**config.mk**
```make
export PLATFORM = sky130hd
export DESIGN_NAME = par2ser_stream_flat
export DESIGN_NICKNAME = d
export VERILOG_FILES = /design/src/rtl/par2ser_stream_if.sv /design/src/rtl/par2ser_stream.sv /design/src/flat_wrapper.sv
export SDC_FILE = /design/constraint.sdc
export NUM_CORES = 1
export LEC_CHECK = 0
export CAP_MARGIN = 30
export CORE_MARGIN = 2
export CORE_UTILIZATION = 39
export DETAILED_ROUTE_END_ITERATION = 10
export PLACE_DENSITY = 0.67
export SLEW_MARGIN = 15
export SYNTH_ARGS = -nofsm -noshare
export SYNTH_HDL_FRONTEND = slang
export SYNTH_SLANG_ARGS = --single-unit
```
**constraint.sdc**
```tcl
create_clock -name p_clk -period 3 [get_ports p_clk]
set_input_delay 0.3 -clock p_clk [delete_from_list [all_inputs] [get_ports p_clk]]
set_output_delay 0.3 -clock p_clk [all_outputs]
set_load 0.005 [all_outputs]
```
**src/rtl/par2ser_stream_if.sv**
```systemverilog
// Producer-side handshake and serial-link outputs of par2ser_stream, grouped as one bundle.
interface par2ser_stream_if #(
    parameter int DATA_W = 32
);
    logic              req;
    logic [DATA_W-1:0] parallel_data_in;
    logic              grant;
    logic              serial_data_out;
    logic              out_data;
    logic              word_done;
    logic              busy;

    modport master (
        output req, parallel_data_in,
        input  grant, serial_data_out, out_data, word_done, busy
    );

    modport slave (
        input  req, parallel_data_in,
        output grant, serial_data_out, out_data, word_done, busy
    );
endinterface

```
**src/rtl/par2ser_stream.sv**
```systemverilog
// Parallel-to-serial converter with a one-word holding buffer so frames can stream back-to-back.
// One bit per p_clk, selectable shift order, optional forced idle gap after every word.
module par2ser_stream #(
    parameter int DATA_W     = 32,
    parameter bit MSB_FIRST  = 1'b0,
    parameter int GAP_CYCLES = 0
) (
    input  logic              p_clk,
    input  logic              n_rst,
    par2ser_stream_if.slave   bus
);
    localparam int CNT_W = $clog2(DATA_W);
    localparam int GAP_W = (GAP_CYCLES > 1) ? $clog2(GAP_CYCLES) : 1;
    localparam logic [CNT_W-1:0] LAST_BIT = CNT_W'(DATA_W - 1);
    localparam logic [GAP_W-1:0] LAST_GAP = GAP_W'(GAP_CYCLES - 1);

    typedef enum logic [1:0] {
        ST_IDLE,
        ST_SHIFT,
        ST_GAP
    } state_t;

    state_t            state_q, state_d;
    logic              hold_valid_q, hold_valid_d;
    logic [DATA_W-1:0] hold_reg_q, hold_reg_d;
    logic [DATA_W-1:0] shift_reg_q, shift_reg_d;
    logic [CNT_W-1:0]  bit_cnt_q, bit_cnt_d;
    logic [GAP_W-1:0]  gap_cnt_q, gap_cnt_d;
    logic              reload;
    logic              grant_int;
    logic              last_bit;

    assign grant_int = !hold_valid_q;
    assign last_bit  = (bit_cnt_q == LAST_BIT);

    always_ff @(posedge p_clk or negedge n_rst) begin
        if (!n_rst) begin
            state_q      <= ST_IDLE;
            hold_valid_q <= 1'b0;
            hold_reg_q   <= '0;
            shift_reg_q  <= '0;
            bit_cnt_q    <= '0;
            gap_cnt_q    <= '0;
        end else begin
            state_q      <= state_d;
            hold_valid_q <= hold_valid_d;
            hold_reg_q   <= hold_reg_d;
            shift_reg_q  <= shift_reg_d;
            bit_cnt_q    <= bit_cnt_d;
            gap_cnt_q    <= gap_cnt_d;
        end
    end

    always_comb begin
        state_d      = state_q;
        hold_valid_d = hold_valid_q;
        hold_reg_d   = hold_reg_q;
        shift_reg_d  = shift_reg_q;
        bit_cnt_d    = bit_cnt_q;
        gap_cnt_d    = gap_cnt_q;
        reload       = 1'b0;

        // Accept and reload are mutually exclusive: accept needs the buffer empty, reload needs it full.
        if (bus.req && grant_int) begin
            hold_reg_d   = bus.parallel_data_in;
            hold_valid_d = 1'b1;
        end

        case (state_q)
            ST_IDLE: begin
                if (hold_valid_q) begin
                    reload = 1'b1;
                end
            end
            ST_SHIFT: begin
                if (MSB_FIRST) begin
                    shift_reg_d = {shift_reg_q[DATA_W-2:0], 1'b0};
                end else begin
                    shift_reg_d = {1'b0, shift_reg_q[DATA_W-1:1]};
                end
                bit_cnt_d = bit_cnt_q + CNT_W'(1);
                if (last_bit) begin
                    bit_cnt_d = '0;
                    if (GAP_CYCLES > 0) begin
                        state_d   = ST_GAP;
                        gap_cnt_d = '0;
                    end else if (hold_valid_q) begin
                        reload = 1'b1;
                    end else begin
                        state_d = ST_IDLE;
                    end
                end
            end
            ST_GAP: begin
                gap_cnt_d = gap_cnt_q + GAP_W'(1);
                if (gap_cnt_q == LAST_GAP) begin
                    gap_cnt_d = '0;
                    if (hold_valid_q) begin
                        reload = 1'b1;
                    end else begin
                        state_d = ST_IDLE;
                    end
                end
            end
            default: begin
                state_d = ST_IDLE;
            end
        endcase

        if (reload) begin
            shift_reg_d  = hold_reg_q;
            hold_valid_d = 1'b0;
            bit_cnt_d    = '0;
            state_d      = ST_SHIFT;
        end
    end

    assign bus.grant           = grant_int;
    assign bus.out_data        = (state_q == ST_SHIFT);
    assign bus.serial_data_out = bus.out_data &
                                 (MSB_FIRST ? shift_reg_q[DATA_W-1] : shift_reg_q[0]);
    assign bus.word_done       = bus.out_data && last_bit;
    assign bus.busy            = (state_q != ST_IDLE) || hold_valid_q;
endmodule
```
**src/flat_wrapper.sv**
```systemverilog
// flat-port wrapper written by rule: the top's interface ports become plain ports
module par2ser_stream_flat 
#(
    parameter int DATA_W     = 32,
    parameter bit MSB_FIRST  = 1'b0,
    parameter int GAP_CYCLES = 0
)
  (p_clk, n_rst, bus_req, bus_parallel_data_in, bus_grant, bus_serial_data_out, bus_out_data, bus_word_done, bus_busy);
  par2ser_stream_if #(.DATA_W(DATA_W)) bus_i ();
  input  logic p_clk;
  input  logic n_rst;
  input wire logic [$bits(bus_i.req)-1:0] bus_req;
  input wire logic [$bits(bus_i.parallel_data_in)-1:0] bus_parallel_data_in;
  output wire logic [$bits(bus_i.grant)-1:0] bus_grant;
  output wire logic [$bits(bus_i.serial_data_out)-1:0] bus_serial_data_out;
  output wire logic [$bits(bus_i.out_data)-1:0] bus_out_data;
  output wire logic [$bits(bus_i.word_done)-1:0] bus_word_done;
  output wire logic [$bits(bus_i.busy)-1:0] bus_busy;
  assign bus_i.req = bus_req;
  assign bus_i.parallel_data_in = bus_parallel_data_in;
  assign bus_grant = bus_i.grant;
  assign bus_serial_data_out = bus_i.serial_data_out;
  assign bus_out_data = bus_i.out_data;
  assign bus_word_done = bus_i.word_done;
  assign bus_busy = bus_i.busy;
  par2ser_stream #(.DATA_W(DATA_W), .MSB_FIRST(MSB_FIRST), .GAP_CYCLES(GAP_CYCLES)) u_core (.p_clk(p_clk), .n_rst(n_rst), .bus(bus_i));
endmodule
```
* Word-level counts from Yosys, hierarchy flattened
Index checks and enable logic that the tools add are counted.
Widths: inputs -> output; s select.
** Storage, ports and cells
- Register bits :: 73
- Output and inout bits :: 5
- Bits in read-only memories :: 0
- Memory bits (writable) :: 0
- Memories kept :: 0
- Bits in latches :: 0
** Cells by class
- Equal/unequal tests :: 6
- Reduce and logical (&&, ||, !) cells :: 9
- Bitwise gates (word level) :: 1
- Divide/modulo/power cells :: 0
- $lt $le $gt $ge :: 0
- Add/subtract/negate cells :: 2
- Shifts and indexed selects :: 0
- Muxes and demuxes :: 17
- Multipliers :: 0
** Operators with widths (number)
- $mux 32 :: 2
- $mux 5 :: 3
- $mux 2 :: 4
- $mux 1 :: 6
- $pmux 2 s3 :: 1
- $reduce_bool 2->1 :: 3
- $add 5x1->5 const B :: 1
- $eq 5x5->1 const B :: 1
- $ne 3x1->1 const B :: 1
- $ne 3x3->1 const B :: 1
- $pmux 1 s3 :: 1
- $reduce_and 3->1 :: 1
- $eq 2x1->1 const B :: 1
- $eq 2x2->1 const B :: 1
- $logic_and 1x1->1 :: 2
- $logic_not 2->1 :: 1
- $ne 2x1->1 const B :: 1
- $add 1x1->1 const B :: 1
- $and 1x1->1 :: 1
- $logic_not 1->1 :: 1
- $logic_or 1x1->1 :: 1

* Depth between registers and ports, before layout
Gate-level depths: netlist (run 1).
- Word-level depth :: 5
- Depth in mapped cells :: 7

* Least setup slack after synthesis (run 1)
OpenSTA, ideal clock, no wires.
- Path kind :: register -> register
- Start point :: register u_core.bit_cnt_q[0]
- End point :: register u_core.shift_reg_q[27]
- Stages on the path, launching flop included :: 8
- Slack :: 1.122 ns
- Buffers on the path :: 1
- Setup time :: 0.126 ns
- Arrival time :: 1.752 ns
- Cell sequence :: dfrtp_1 > ha_1 > and3_1 > ha_1 > and2b_4 > nor2_4 > buf_4 > a221o_1
** Between the ends
- Longest elaborated chain between the ends :: 4
- Elaborated cells on any way between the ends :: 5
- Classes of those cells :: eq/ne (1); mux (3); reduce/logical (1)
** RTL lines
- from (decl) :: line par2ser_stream.sv:27 : logic [CNT_W-1:0] bit_cnt_q, bit_cnt_d;
- from (signal assigned) :: line par2ser_stream.sv:49 : bit_cnt_q <= bit_cnt_d;
- $eq 5x5->1 (*) :: line par2ser_stream.sv:34 : assign last_bit = (bit_cnt_q == LAST_BIT);
- $mux 1 (*) :: line par2ser_stream.sv:82 : if (last_bit) begin
- $pmux 1 s3 (*) :: line par2ser_stream.sv:69 : case (state_q)
- $mux 32 or $reduce_bool 2->1 (tied branches)
- to (signal assigned) :: line par2ser_stream.sv:48 : shift_reg_q <= shift_reg_d;
- to (decl) :: line par2ser_stream.sv:26 : logic [DATA_W-1:0] shift_reg_q, shift_reg_d;
Mark *: on every way between the ends. The rest lies on a longest branch, timed or not.
A chain may end at the register's enable or synchronous reset.

* Worst setup path after layout (run 1)
- Start point :: register u_core.bit_cnt_q[0]
- End point :: output port bus_word_done
** Between the ends
- Longest elaborated chain between the ends :: 2
** RTL lines
- $eq 5x5->1 :: line par2ser_stream.sv:34
- $logic_and 1x1->1 :: line par2ser_stream.sv:122 : assign bus.word_done = bus.out_data && last_bit;
- to (decl) :: line flat_wrapper.sv:17 : output wire logic [$bits(bus_i.word_done)-1:0] bus_word_done;
Every way passes these cells.

==> flow_summary_export.csv, run 1 <==
group,metric,value,unit
synthesis,yosysWarnings,0,
critical_path,cpPeakStageDelay,0.44,ns
timing,fin_crit_sh,0.763,
timing,setup_ws,0.711,ns
timing,fmax,437,MHz
layout,nFillCells,685,
timing,min_period,2.29,ns
synthesis,synthSimpleGateAreaFrac,0.0929,
layout,num_antenna_cells,0,
global_routing,grt_pass1_vias,1910,
placed_design,routabilityCongestion,0.738,
die,core.rowCount,32,
power_and_ir_drop,p_leak,1.67,nW
clock_tree,root_buffer,"clkbuf_8",
flow_run,max_cap_violations,0,
die,start_util,0.401,
timing,finClkSkew,0.00734,ns
critical_path,cp_max_fo,4,
synthesis,syn_avg_cell_area,14.4,um2
critical_path,crit_family,"adder cells",
timing,relSlewSlack,0.461,
clock_tree,post_cts_resized,0,
critical_path,worst_ep_required_time,2.70,ns
synthesis,synthAdderAreaFrac,0.0121,
clock_tree,htreeDepth,3,
route,vias,1832,
placed_design,placed_area,3560,um2
power_and_ir_drop,power.total,3.52,mW
die,ios,40,
route,totalWireLength,5510,um
global_routing,grt_usage,0.142,
route,wl_per_cell,15.2,um
layout,post-route-util,0.489,
synthesis,synth_area_leader_cell,"dfrtp_1",
layout,regArea,1780,um2
route,drc_errors,0,
layout,syn2layout_area_growth,22.0,%
synthesis,postSynthCellCount,215,
critical_path,arrival,1.99,ns
synthesis,netlist_area,3100,um2
placed_design,post-place-ws,0.731,ns
placed_design,dp_hpwl,3560,um
timing,hold_viol_final,0,
clock_tree,cts_setup_buffers,0,
power_and_ir_drop,vdd_ir_drop_max,0.440,mV
global_routing,antenna_found_initial,0,
synthesis,synth-seq-area-share,0.574,
synthesis,synth_edf_count,0,
critical_path,slowest_stage,"clkdlybuf4s50_1",
clock_tree,clockBufferDepth,2,
route,viasPerCell,5.06,
power_and_ir_drop,power.density,933,nW/um2
layout,fin_cells,362,
critical_path,cp_num_buf_inv,1,
layout,fin_nets,293,
synthesis,synth-xor-area-share,0,
worst_hold_path,min_path_type,"in2async",
clock_tree,clk_latency,0.34,ns
synthesis,synth_top_family_by_area,"multiplexers",
die,dieArea,8670,um2
synthesis,synth_common_cells,"71 x dfrtp_1, 33 x and2_1, 31 x a221o_1, 30 x mux2_4, 5 x buf_6",
global_routing,grt_max_degree,39,
synthesis,syn_nets,253,
synthesis,synthMuxAreaShare,0.153,
timing,slew_viol_final,0,
layout,design_area,3780,um2
timing,tightest_slew,0.807,ns
clock_tree,cts_buffers,9,
synthesis,async_flop_share,1.00,
critical_path,cp-end-kind,"primary output",
route,drtPass1Iterations,4,
clock_tree,hold_buffers,0,
synthesis,synth_flop_cell,"dfrtp_1",
die,dieHeight,93.1,um
layout,multi_input_area,1210,um2
critical_path,path_class,"reg2out",
synthesis,ys_types,30,
die,core_area,7730,um2
synthesis,yosysMostFrequentCell,"dfrtp_1",
placed_design,numPortBuffers,39,
synthesis,ys_seq_elements,71,
clock_tree,cts_sinks,71,
critical_path,cp-start-kind,"register",
timing,rsz0062_at_grt,"no",
clock_tree,clk_pin_slew,0.07,ns
critical_path,path_cells,"ha_1, and3_1, ha_1, and2_1, clkdlybuf4s50_1",
critical_path,crit_path_frequent_cell,"ha_1",
die,die_w,93.1,um
synthesis,synth_top_area_share,0.574,
timing,setup_tns,0,ns
timing,finalSetupViolCount,0,
clock_tree,cts_tree,"done",
timing,whs,0.0410,ns
route,final_antenna_net_count,0,
placed_design,dp.cells,345,
global_routing,grt-ovfl-total,0,
global_routing,grt_pass1_wl,9500,um
synthesis,ys_top_cells_by_area,"dfrtp_1 57%, mux2_4 15%, a221o_1 10%",
run_status,outcome,"finished, final reports clean",
layout,layout-drive-gt1-share,0.227,
synthesis,synth-compound-area-share,0.131,
route,drt_iter0_markers,137,
worst register-to-register path, stage by stage (launching register included):
cell	delay (ns)
dfrtp_1	0.39
ha_1	0.20
and3_1	0.19
ha_1	0.19
and2b_4	0.22
nor2_4	0.61
a221o_1	0.29
layout by cell type, fill, tap and decap left out, types with 3 or more instances in the layout:
master	instances
o21ai_0	4
ha_1	3
mux2_4	30
clkbuf_8	12
and2_1	33
o211ai_1	3
dfrtp_1	71
nor2_1	4
a221o_1	31
clkdlybuf4s50_1	38
nand2_1	4
registers in the layout, indices dropped and copies added, names as in the netlist:
name,count
u_core.hold_reg_q,32
u_core.state_q,1
u_core.hold_valid_q,1
u_core.shift_reg_q,32
u_core.bit_cnt_q,5
layout make-up:
class,count,area share
Clock buffer,13,0.0447
Clock inverter,3,0.0106
Inverter,3,0.00298
Multi-Input combinational cell,127,0.320
Sequential cell,71,0.470
Tap cell,102,0.0338
Timing Repair Buffer,43,0.118
path summary, 6_finish.rpt:
kind                                             from                endpoint  slack [ns]  depth (start not counted)
worst max-delay path              u_core.bit_cnt_q[0]           bus_word_done        0.71                          5
worst min-delay path                            n_rst     u_core.bit_cnt_q[4]        0.04                          1
worst max register to register    u_core.bit_cnt_q[0]  u_core.shift_reg_q[13]        0.83                          6
worst min register to register  u_core.hold_reg_q[31]  u_core.shift_reg_q[31]        0.51                          1
max in group asynchronous                       n_rst   u_core.hold_reg_q[15]        2.30                          2
min in group p_clk              u_core.hold_reg_q[31]  u_core.shift_reg_q[31]        0.51                          1
routing by layer:
layer  global-route usage  vias up  share of wire
met1                0.197      914           0.47
met2                0.207       34           0.47
li1                     -      875              -
met3               0.0451        9          0.042
met4               0.0600        0          0.016
met5                    0        -              0
logic make-up (layout without fill, tap and decap cells):
group,count (synthesis),count (layout)
DFF,71,71
muxes,32,32
AOI/OAI and AO/OA,44,44
adders and majority gates,3,3
buffers and inverters,17,62
and+or+nand+nor,48,48
report_power, final:
group / switching [mW] / leakage (nW) / internal, mW / total, mW
Sequential: 0.278 / 0.872 / 1.40 / 1.68
Clock: 0.331 / 0.109 / 0.450 / 0.780
Combinational: 0.363 / 0.688 / 0.704 / 1.07
Total: 0.971 / 1.67 / 2.55 / 3.52
(Power assumes the default switching activity.)
==> run 2, diff against run 1 <==
- clock period: 3 -> 2.2 ns (I/O delays scaled with it)
==> flow_summary_export.csv, run 2 (synthesis results as in run 1) <==
group,metric,value,unit
run_status,outcome,"finished, final reports clean",
critical_path,cp-startpoint,"u_core.bit_cnt_q[1]",
power_and_ir_drop,switching_share,0.286,
power_and_ir_drop,p_leak,1.66,nW
global_routing,grt-ovfl-total,0,
power_and_ir_drop,vdd_ir_drop_max,0.583,mV
placed_design,numPortBuffers,39,
timing,min_period,2.11,ns
flow_run,max_cap_violations,0,
clock_tree,cts_sinks,71,
critical_path,cp_max_fo,3,
placed_design,dp_hpwl,3340,um
critical_path,cp-end-kind,"primary output",
die,dieHeight,93.1,um
clock_tree,clockBufferDepth,2,
power_and_ir_drop,p_clk_frac,0.186,
route,viasPerCell,5.08,
power_and_ir_drop,seqPwrFrac,0.488,
placed_design,post-place-ws,-0.112,ns
critical_path,crit_end,"bus_word_done",
die,core.rowCount,32,
global_routing,grt_pass1_vias,1880,
placed_design,placed_area,3560,um2
die,core_area,7730,um2
layout,num_antenna_cells,0,
route,drt_iter0_markers,60,
power_and_ir_drop,internal-power,3.35,mW
die,start_util,0.401,
layout,mostFrequentLayoutCells,"71 x dfrtp_1, 38 x clkdlybuf4s50_1, 33 x and2_1",
clock_tree,root_buffer,"clkbuf_8",
critical_path,worst_ep_required_time,1.98,ns
layout,multi_input_area,1250,um2
global_routing,antenna_found_initial,0,
global_routing,grt_usage,0.141,
power_and_ir_drop,comb_power_share,0.326,
route,drtPass1Iterations,4,
layout,fin_nets,299,
layout,fin_cells,367,
timing,fmax,474,MHz
clock_tree,cts_tree,"done",
clock_tree,clk_latency,0.35,ns
layout,design_area,3790,um2
critical_path,r2r-start,"u_core.bit_cnt_q[1]",
worst_hold_path,min_path_type,"in2async",
die,ios,40,
critical_path,path_class,"reg2out",
global_routing,grt_max_degree,50,
layout,layout-drive-gt1-share,0.238,
route,totalWireLength,5670,um
route,final_antenna_net_count,0,
critical_path,arrival,1.89,ns
clock_tree,clk_pin_slew,0.07,ns
layout,regArea,1780,um2
critical_path,r2r_end,"u_core.shift_reg_q[22]",
global_routing,grt_pass1_wl,9360,um
timing,hold_viol_final,0,
route,drc_errors,0,
timing,slew_viol_final,0,
clock_tree,cts_buffers,9,
die,die_w,93.1,um
layout,nFillCells,685,
timing,tightest_slew,0.617,ns
clock_tree,htreeDepth,3,
timing,finClkSkew,0.00828,ns
layout,syn2layout_area_growth,22.4,%
critical_path,reg2reg_slack,0.32,ns
layout,top_regs,"u_core.hold_reg_q: 32 flops, u_core.shift_reg_q: 32 flops, u_core.bit_cnt_q: 5 flops",
route,wl_per_cell,15.5,um
layout,final_common_cell,"dfrtp_1",
timing,relSlewSlack,0.589,
timing,fin_crit_sh,0.959,
die,dieArea,8670,um2
power_and_ir_drop,p_switching,1.34,mW
timing,setup_ws,0.0908,ns
critical_path,reg2regPathDepth,6,
placed_design,dp.cells,347,
placed_design,routabilityCongestion,0.758,
critical_path,cp-start-kind,"register",
timing,finalSetupViolCount,0,
power_and_ir_drop,power.density,1240,nW/um2
route,vias,1864,
run 2: worst min path at each step:
stage,to,startpoint
2_1_floorplan,u_core.bit_cnt_q[0],n_rst
3_3_place_gp,u_core.hold_reg_q[1],n_rst
3_5_place_dp,u_core.hold_reg_q[1],n_rst
4_1_cts,u_core.shift_reg_q[7],n_rst
5_1_grt,u_core.shift_reg_q[7],n_rst
6_report,u_core.shift_reg_q[7],n_rst
run 2: cell type report:
| type | count | share of cell area |
|---|---|---|
| sequential | 71 | 0.469 |
| multi-input combinational | 128 | 0.329 |
| timing repair buffer | 48 | 0.123 |
| clock buffer | 14 | 0.0403 |
| tap | 102 | 0.0337 |
| inverter | 3 | 0.00297 |
| clock inverter | 1 | 0.00132 |
run 2: per-stage QoR:
step / hold slack [ns] / utilization / total power [mW] / setup TNS [ns]
6_report: 0.394 / 0.490 / 4.69 / 0
5_1_grt: 0.417 / 0.490 / 5.01 / -0.0156
4_1_cts: 0.387 / 0.485 / 4.69 / 0
3_5_place_dp: 0.227 / 0.461 / 3.75 / -2.26
3_3_place_gp: 0.238 / 0.461 / 3.70 / 0
2_1_floorplan: -0.0756 / - / 3.37 / 0
run 2: power by group through the flow:
stage | Sequential [mW] | Combinational, mW | Clock (mW)
2_1_floorplan | 2.16 | 1.20 | 0
3_5_place_dp | 2.29 | 1.46 | 0
3_3_place_gp | 2.29 | 1.42 | 0
5_1_grt | 2.36 | 1.69 | 0.954
4_1_cts | 2.28 | 1.50 | 0.908
6_report | 2.29 | 1.53 | 0.873
run 2: critical path, stage by stage, from the launching register on:
cell             delay, ns
dfrtp_1               0.37
ha_2                  0.20
and3_4                0.20
ha_4                  0.14
and2_1                0.13
clkdlybuf4s50_1       0.50
run 2: per-layer routing:
layer  wire, um  vias to the layer above  global-route usage
met5          0                        -                   0
met4         76                        0              0.0551
met3        276                       10              0.0540
met2       2630                       33               0.205
met1       2690                      939               0.190
li1           -                      882                   -
run 2: timing repair:
action / in CTS / in global routing
resized for setup: 2 / 4
hold buffers: 1 / 0
gates cloned: 0 / 1
pin swaps: 0 / 2
hold endpoints to repair: 22 / 0
setup endpoints to repair: 32 / 35
setup buffers: 1 / 2
==> run 3, diff against run 2 <==
- CORE_UTILIZATION: 39 -> 57
- CTS_BUF_LIST: not set -> sky130_fd_sc_hd__clkbuf_8
- PLACE_DENSITY: 0.67 -> 0.89
==> flow_summary_export.csv, run 3 (synthesis results as in run 1) <==
group,metric,value,unit
global_routing,grt_max_degree,72,
layout,num_antenna_cells,0,
placed_design,dp_hpwl,3490,um
timing,setup_tns,0,ns
critical_path,crit_path_frequent_cell,"ha_4",
layout,top_regs,"u_core.hold_reg_q: 32 flops, u_core.shift_reg_q: 32 flops, u_core.bit_cnt_q: 5 flops",
layout,fin_nets,297,
critical_path,path_class,"reg2out",
power_and_ir_drop,vdd_ir_drop_max,0.874,mV
layout,fin_cells,332,
power_and_ir_drop,internal-power,3.36,mW
clock_tree,cts_tree,"done",
critical_path,r2r_end,"u_core.shift_reg_q[12]",
die,ios,40,
placed_design,dp.cells,314,
placed_design,routabilityCongestion,0.717,
timing,fmax,473,MHz
timing,whs,0.414,ns
timing,hold_viol_final,0,
power_and_ir_drop,seqPwrFrac,0.487,
critical_path,cp-end-kind,"primary output",
critical_path,slowest_stage,"clkdlybuf4s50_1",
critical_path,r2r-start,"u_core.bit_cnt_q[1]",
clock_tree,cts_buffers,9,
die,dieHeight,77.7,um
route,drc_errors,0,
layout,final_common_cell,"dfrtp_1",
route,viasPerCell,5.83,
clock_tree,htreeDepth,3,
timing,tightest_slew,0.603,ns
route,drtPass1Iterations,4,
layout,layout-drive-gt1-share,0.237,
timing,rsz0062_at_grt,"no",
critical_path,arrival,1.89,ns
clock_tree,cts_sinks,71,
placed_design,post-place-ws,-0.0812,ns
power_and_ir_drop,p_clk_frac,0.186,
global_routing,grt_pass1_wl,9430,um
route,wl_per_cell,17.6,um
power_and_ir_drop,comb_power_share,0.326,
run_status,outcome,"finished, final reports clean",
critical_path,cp-startpoint,"u_core.bit_cnt_q[1]",
layout,mostFrequentLayoutCells,"71 x dfrtp_1, 38 x clkdlybuf4s50_1, 33 x and2_1",
route,totalWireLength,5840,um
critical_path,worst_ep_required_time,1.98,ns
layout,post-route-util,0.725,
critical_path,path_cells,"ha_4, and3_4, ha_4, and2_1, clkdlybuf4s50_1",
critical_path,cp-start-kind,"register",
die,core.rowCount,26,
clock_tree,clk_latency,0.34,ns
clock_tree,clockBufferDepth,2,
timing,slew_viol_final,0,
power_and_ir_drop,p_switching,1.39,mW
global_routing,grt_pass1_vias,1946,
route,drt_iter0_markers,105,
die,die_w,77.7,um
layout,syn2layout_area_growth,21.1,%
route,final_antenna_net_count,0,
placed_design,numPortBuffers,39,
timing,finalSetupViolCount,0,
worst_hold_path,min_path_type,"in2async",
route,vias,1935,
critical_path,cpPeakStageDelay,0.49,ns
power_and_ir_drop,power.density,1260,nW/um2
global_routing,antenna_found_initial,0,
timing,relSlewSlack,0.597,
timing,fin_crit_sh,0.961,
critical_path,reg2reg_slack,0.30,ns
die,core_area,5170,um2
die,dieArea,6040,um2
clock_tree,clk_pin_slew,0.07,ns
global_routing,grt-ovfl-total,0,
critical_path,crit_end,"bus_word_done",
clock_tree,root_buffer,"clkbuf_8",
timing,finClkSkew,0.00825,ns
global_routing,grt_usage,0.210,
power_and_ir_drop,switching_share,0.292,
power_and_ir_drop,p_leak,1.67,nW
die,start_util,0.599,
critical_path,reg2regPathDepth,6,
timing,min_period,2.11,ns
critical_path,cp_max_fo,3,
timing,setup_ws,0.0869,ns
flow_run,max_cap_violations,0,
## run 3: changes by cell type in the layout (fill, tap and decap cells not counted), sizes merged
cell / change
inv: +2
clkbuf: -3
buf: -2
## run 3: how the worst min path moves through the flow
| stage | from | to | slack (ns) |
|---|---|---|---|
| floorplan | n_rst | u_core.bit_cnt_q[0] | -0.08 |
| global placement | n_rst | u_core.hold_reg_q[30] | 0.27 |
| detailed placement | n_rst | u_core.hold_reg_q[30] | 0.27 |
| CTS | n_rst | u_core.hold_reg_q[30] | 0.43 |
| global route | n_rst | u_core.hold_reg_q[14] | 0.45 |
| finish | n_rst | u_core.hold_reg_q[30] | 0.41 |
## run 3: per-layer routing
| metal | vias to the layer above | share of wire | global-route usage | wire, um |
|---|---|---|---|---|
| li1 | 877 | - | - | - |
| met1 | 1001 | 0.42 | 0.266 | 2460 |
| met2 | 48 | 0.50 | 0.322 | 2920 |
| met3 | 9 | 0.056 | 0.0837 | 327 |
| met4 | 0 | 0.021 | 0.0857 | 124 |
| met5 | - | 0 | 0 | 0 |
## run 3: power by group through the flow
stage	sequential [mW]	combinational [mW]	clock, mW
3_3_place_gp	2.27	1.38	0
4_1_cts	2.29	1.52	0.903
2_1_floorplan	2.16	1.20	0
6_report	2.31	1.55	0.884
3_5_place_dp	2.29	1.48	0
5_1_grt	2.38	1.70	0.959
## run 3: worst max-delay path: cells and delay by family, from the launching register on
kind,cells,cell delay [ns]
adders and majority gates,2,0.31
DFF,1,0.42
buffers and inverters,1,0.49
and+or+nand+nor,2,0.32
## run 3: final cells by class
class / count / area (um2)
repair buffers: 46 / 453
clock inverters: 3 / 12.5
inverters: 3 / 11.3
multi-input cells: 128 / 1260
fillers: 316 / 1420
clock buffers: 11 / 151
well taps: 70 / 87.6
flip-flops and latches: 71 / 1780
## run 3: what timing repair did
item                       in CTS  in global routing
hold endpoints to repair       71                  0
setup endpoints to repair      32                 34
gates cloned                    0                  1
hold buffers                    1                  0
pin swaps                       0                  1
setup buffers                   2                  0
gates resized for setup         4                  3
## run 3: per-stage QoR
| step | cell area, um2 | total power [mW] |
|---|---|---|
| 6_report | 3750 | 4.74 |
| 4_1_cts | 3720 | 4.72 |
| 3_5_place_dp | 3510 | 3.77 |
| 2_1_floorplan | 3100 | 3.37 |
| 5_1_grt | 3750 | 5.04 |
| 3_3_place_gp | 3510 | 3.65 |
==> RTL change: new RTL, flow settings as in run 3 <==
`DATA_W` is set to 32 in 3 places; all go to 64.
--- a/src/rtl/par2ser_stream_if.sv
+++ b/src/rtl/par2ser_stream_if.sv
@@ -2,3 +2,3 @@
 interface par2ser_stream_if #(
-    parameter int DATA_W = 32
+    parameter int DATA_W = 64
 );
--- a/src/rtl/par2ser_stream.sv
+++ b/src/rtl/par2ser_stream.sv
@@ -3,3 +3,3 @@
 module par2ser_stream #(
-    parameter int DATA_W     = 32,
+    parameter int DATA_W     = 64,
     parameter bit MSB_FIRST  = 1'b0,
--- a/src/flat_wrapper.sv
+++ b/src/flat_wrapper.sv
@@ -3,3 +3,3 @@
 #(
-    parameter int DATA_W     = 32,
+    parameter int DATA_W     = 64,
     parameter bit MSB_FIRST  = 1'b0,
Interface: changed (resized bus_parallel_data_in); port bits go from 40 to 72. The function was not compared with the original's and may differ.
==> RTL change against run 3 <==
Design area grew 120%. Die area grew 120%. Register-to-register slack lost 0.13 ns. Combinational power grew 88%. Worst setup slack gained 0.015 ns. Wire length grew to 2.8 times the old value. Via count grew to 2.7 times the old value. Total power grew 100%. Sequential cell count grew 65. Global-route usage grew 4.7 points. Sequential power grew 93%. Synthesized area grew 120%. Cell count grew 150%. Non-clock buffer count grew 46. Critical path type unchanged. Critical endpoint is now bus_busy. Largest power group unchanged. Highest routed layer unchanged.
==> RTL change: results (changes against run 3) <==
Run status: completed
Yosys Warn Count: 0 (unchanged)
Gp weighted congestion: 0.7841 (+9.3%)
CP endpoint: bus_busy
Logic depth of the worst register-to-register path: 4 (-2)
Hold WC Path Type: input pin to asynchronous set/reset pin
Clock network latency to the later pin of the worst-skew pair: 0.46 ns (+0.12 ns)
Port Buf Inserts: 71 (+82%)
Number of H-tree branching levels: 4 (+1)
Mean post-synth cell area: 11.19 sq um (-22%)
Critical Path Source: u_core.state_q[0]
Drt first-iter violations: 553 (+430%)
Share of the yosys chip area belonging to registers: 48.89% (-8.5 points)
Overall routing resource usage: 25.65% (+4.7 points)
Most frequent cells after synthesis: sky130_fd_sc_hd__dfrtp_1, sky130_fd_sc_hd__and2_1, sky130_fd_sc_hd__mux2_2, sky130_fd_sc_hd__o211ai_1, sky130_fd_sc_hd__a32oi_1
Total of max-cap violations: 0 (unchanged)
Worst reg2reg endpoint: u_core.bit_cnt_q[3]
Reg2Reg Launch Point: u_core.bit_cnt_q[3]
Number of placed instances, taps included: 793 (+150%)
Half-perimeter wire length after placement: 9025 microns (+160%)
CTS clk-pin slew, worst paths: 0.08 ns
Syn Nets: 690 (+170%)
Max VDD drop: 820.7 uV (-6.2%)
Cells taking the most area after synthesis: sky130_fd_sc_hd__dfrtp_1, sky130_fd_sc_hd__mux2_2, sky130_fd_sc_hd__a32oi_1
Cell leakage power: 3.445 nW (+110%)
Fraction of layout cells with a size suffix above 1: 19.21% (-4.5 points)
Total number of nets in the final design: 737 (+150%)
Pin count of the biggest net entering global routing: 73 (+1.4%)
Count of distinct cell types in the synthesized netlist: 35 (+17%)
Detailed Routing Iterations Pass 1: 5 (+1)
Rel. slew slack: 42.57% (-17 points)
Fill count: 845 (+170%)
Dpl cell area: 7680 sq um (+120%)
Detailed-route wire length per cell: 19.41 microns (+10%)
Final worst path period share: 95.36% (-0.69 points)
DR vias/cell: 6.382 (+9.5%)
Pre-CTS WS: 0.2818 ns (+0.3630 ns)
Skew final: 0.01051 ns (+0.002256 ns)
Via count of the first global-routing pass: 5292 (+170%)
Largest registers: u_core.hold_reg_q (64), u_core.shift_reg_q (64), u_core.bit_cnt_q (6)
Total CTS buffers: 17 (+8)
Cell Count, Final, Fillers Out: 829 (+150%)
RTL change: cell types whose count changed in the layout (fill, tap and decap cells not counted), moves of 19 or more:
cell	change
sky130_fd_sc_hd__clkdlybuf4s50_1	+31
sky130_fd_sc_hd__and2_1	+31
sky130_fd_sc_hd__mux2_2	+62
sky130_fd_sc_hd__o21ai_0	+19
sky130_fd_sc_hd__dfrtp_1	+63
sky130_fd_sc_hd__o21ai_1	+44
sky130_fd_sc_hd__nand2b_1	+55
sky130_fd_sc_hd__o211ai_1	+61
sky130_fd_sc_hd__a32oi_1	+62
sky130_fd_sc_hd__a221o_1	-31
sky130_fd_sc_hd__mux2_4	-30
RTL change: critical path, stage by stage (launching register included):
cell	delay, ns
sky130_fd_sc_hd__dfrtp_4	0.53
sky130_fd_sc_hd__buf_16	0.21
sky130_fd_sc_hd__nor2_4	0.18
sky130_fd_sc_hd__inv_1	0.06
sky130_fd_sc_hd__clkdlybuf4s50_1	0.44
RTL change: final cells by class:
class                           instances  area [sq um]  share of cell area (%)
Clock inverter                         15         183.9                   2.247
Inverter                                2         12.51                  0.1529
Timing Repair Buffer                   92          1002                   12.24
Multi-Input combinational cell        420          3161                   38.61
Tap cell                              147         183.9                   2.247
Sequential cell                       136          3408                   41.64
Clock buffer                           17         234.0                   2.858
RTL change: what timing repair did:
action                     4_1_cts  5_1_grt
setup endpoints to repair        3        2
pin swaps                        0        0
hold endpoints to repair        68        0
resized for setup                3        3
hold buffers                     1        0
gates cloned                     1        0
buffers inserted                 0        2
RTL change: worst min path at each step:
stage                                         from                    end  slack [ns]  depth (start not counted)
after floorplan                              n_rst    u_core.bit_cnt_q[0]       -0.08                          0
after global placement                       n_rst   u_core.hold_reg_q[8]        0.27                          1
after detailed placement                     n_rst   u_core.hold_reg_q[4]        0.27                          1
after CTS                                    n_rst   u_core.hold_reg_q[4]        0.35                          2
after global routing      bus_parallel_data_in[58]  u_core.hold_reg_q[58]        0.35                          2
final                                        n_rst   u_core.hold_reg_q[8]        0.33                          2
RTL change: cell families (layout without fill, tap and decap cells):
kind of cell,Yosys count,count (layout),share of synthesized area (%)
compound gates,201,201,20.42
fa+ha+maj,1,1,0.1797
buf+inv,66,126,6.220
flops,136,136,48.89
mux,66,66,10.64
simple gates,152,152,13.64
RTL change: metal layers:
layer  part of all wire [%]  track usage (%)  routed length, microns  vias to the layer above
li1                       -                -                       -                     2407
met1                     41            33.63                    6546                     2639
met2                     51            42.05                    8277                      214
met3                    5.7            5.558                     916                       31
met4                    2.2            9.593                     348                        0
met5                      0                0                       0                        -
RTL change: power breakdown:
group	total, mW	switching [mW]	internal, mW
Clock	2.19	0.974	1.22
Combinational	2.91	1.26	1.65
Sequential	4.46	0.834	3.63
Total	9.56	3.07	6.50
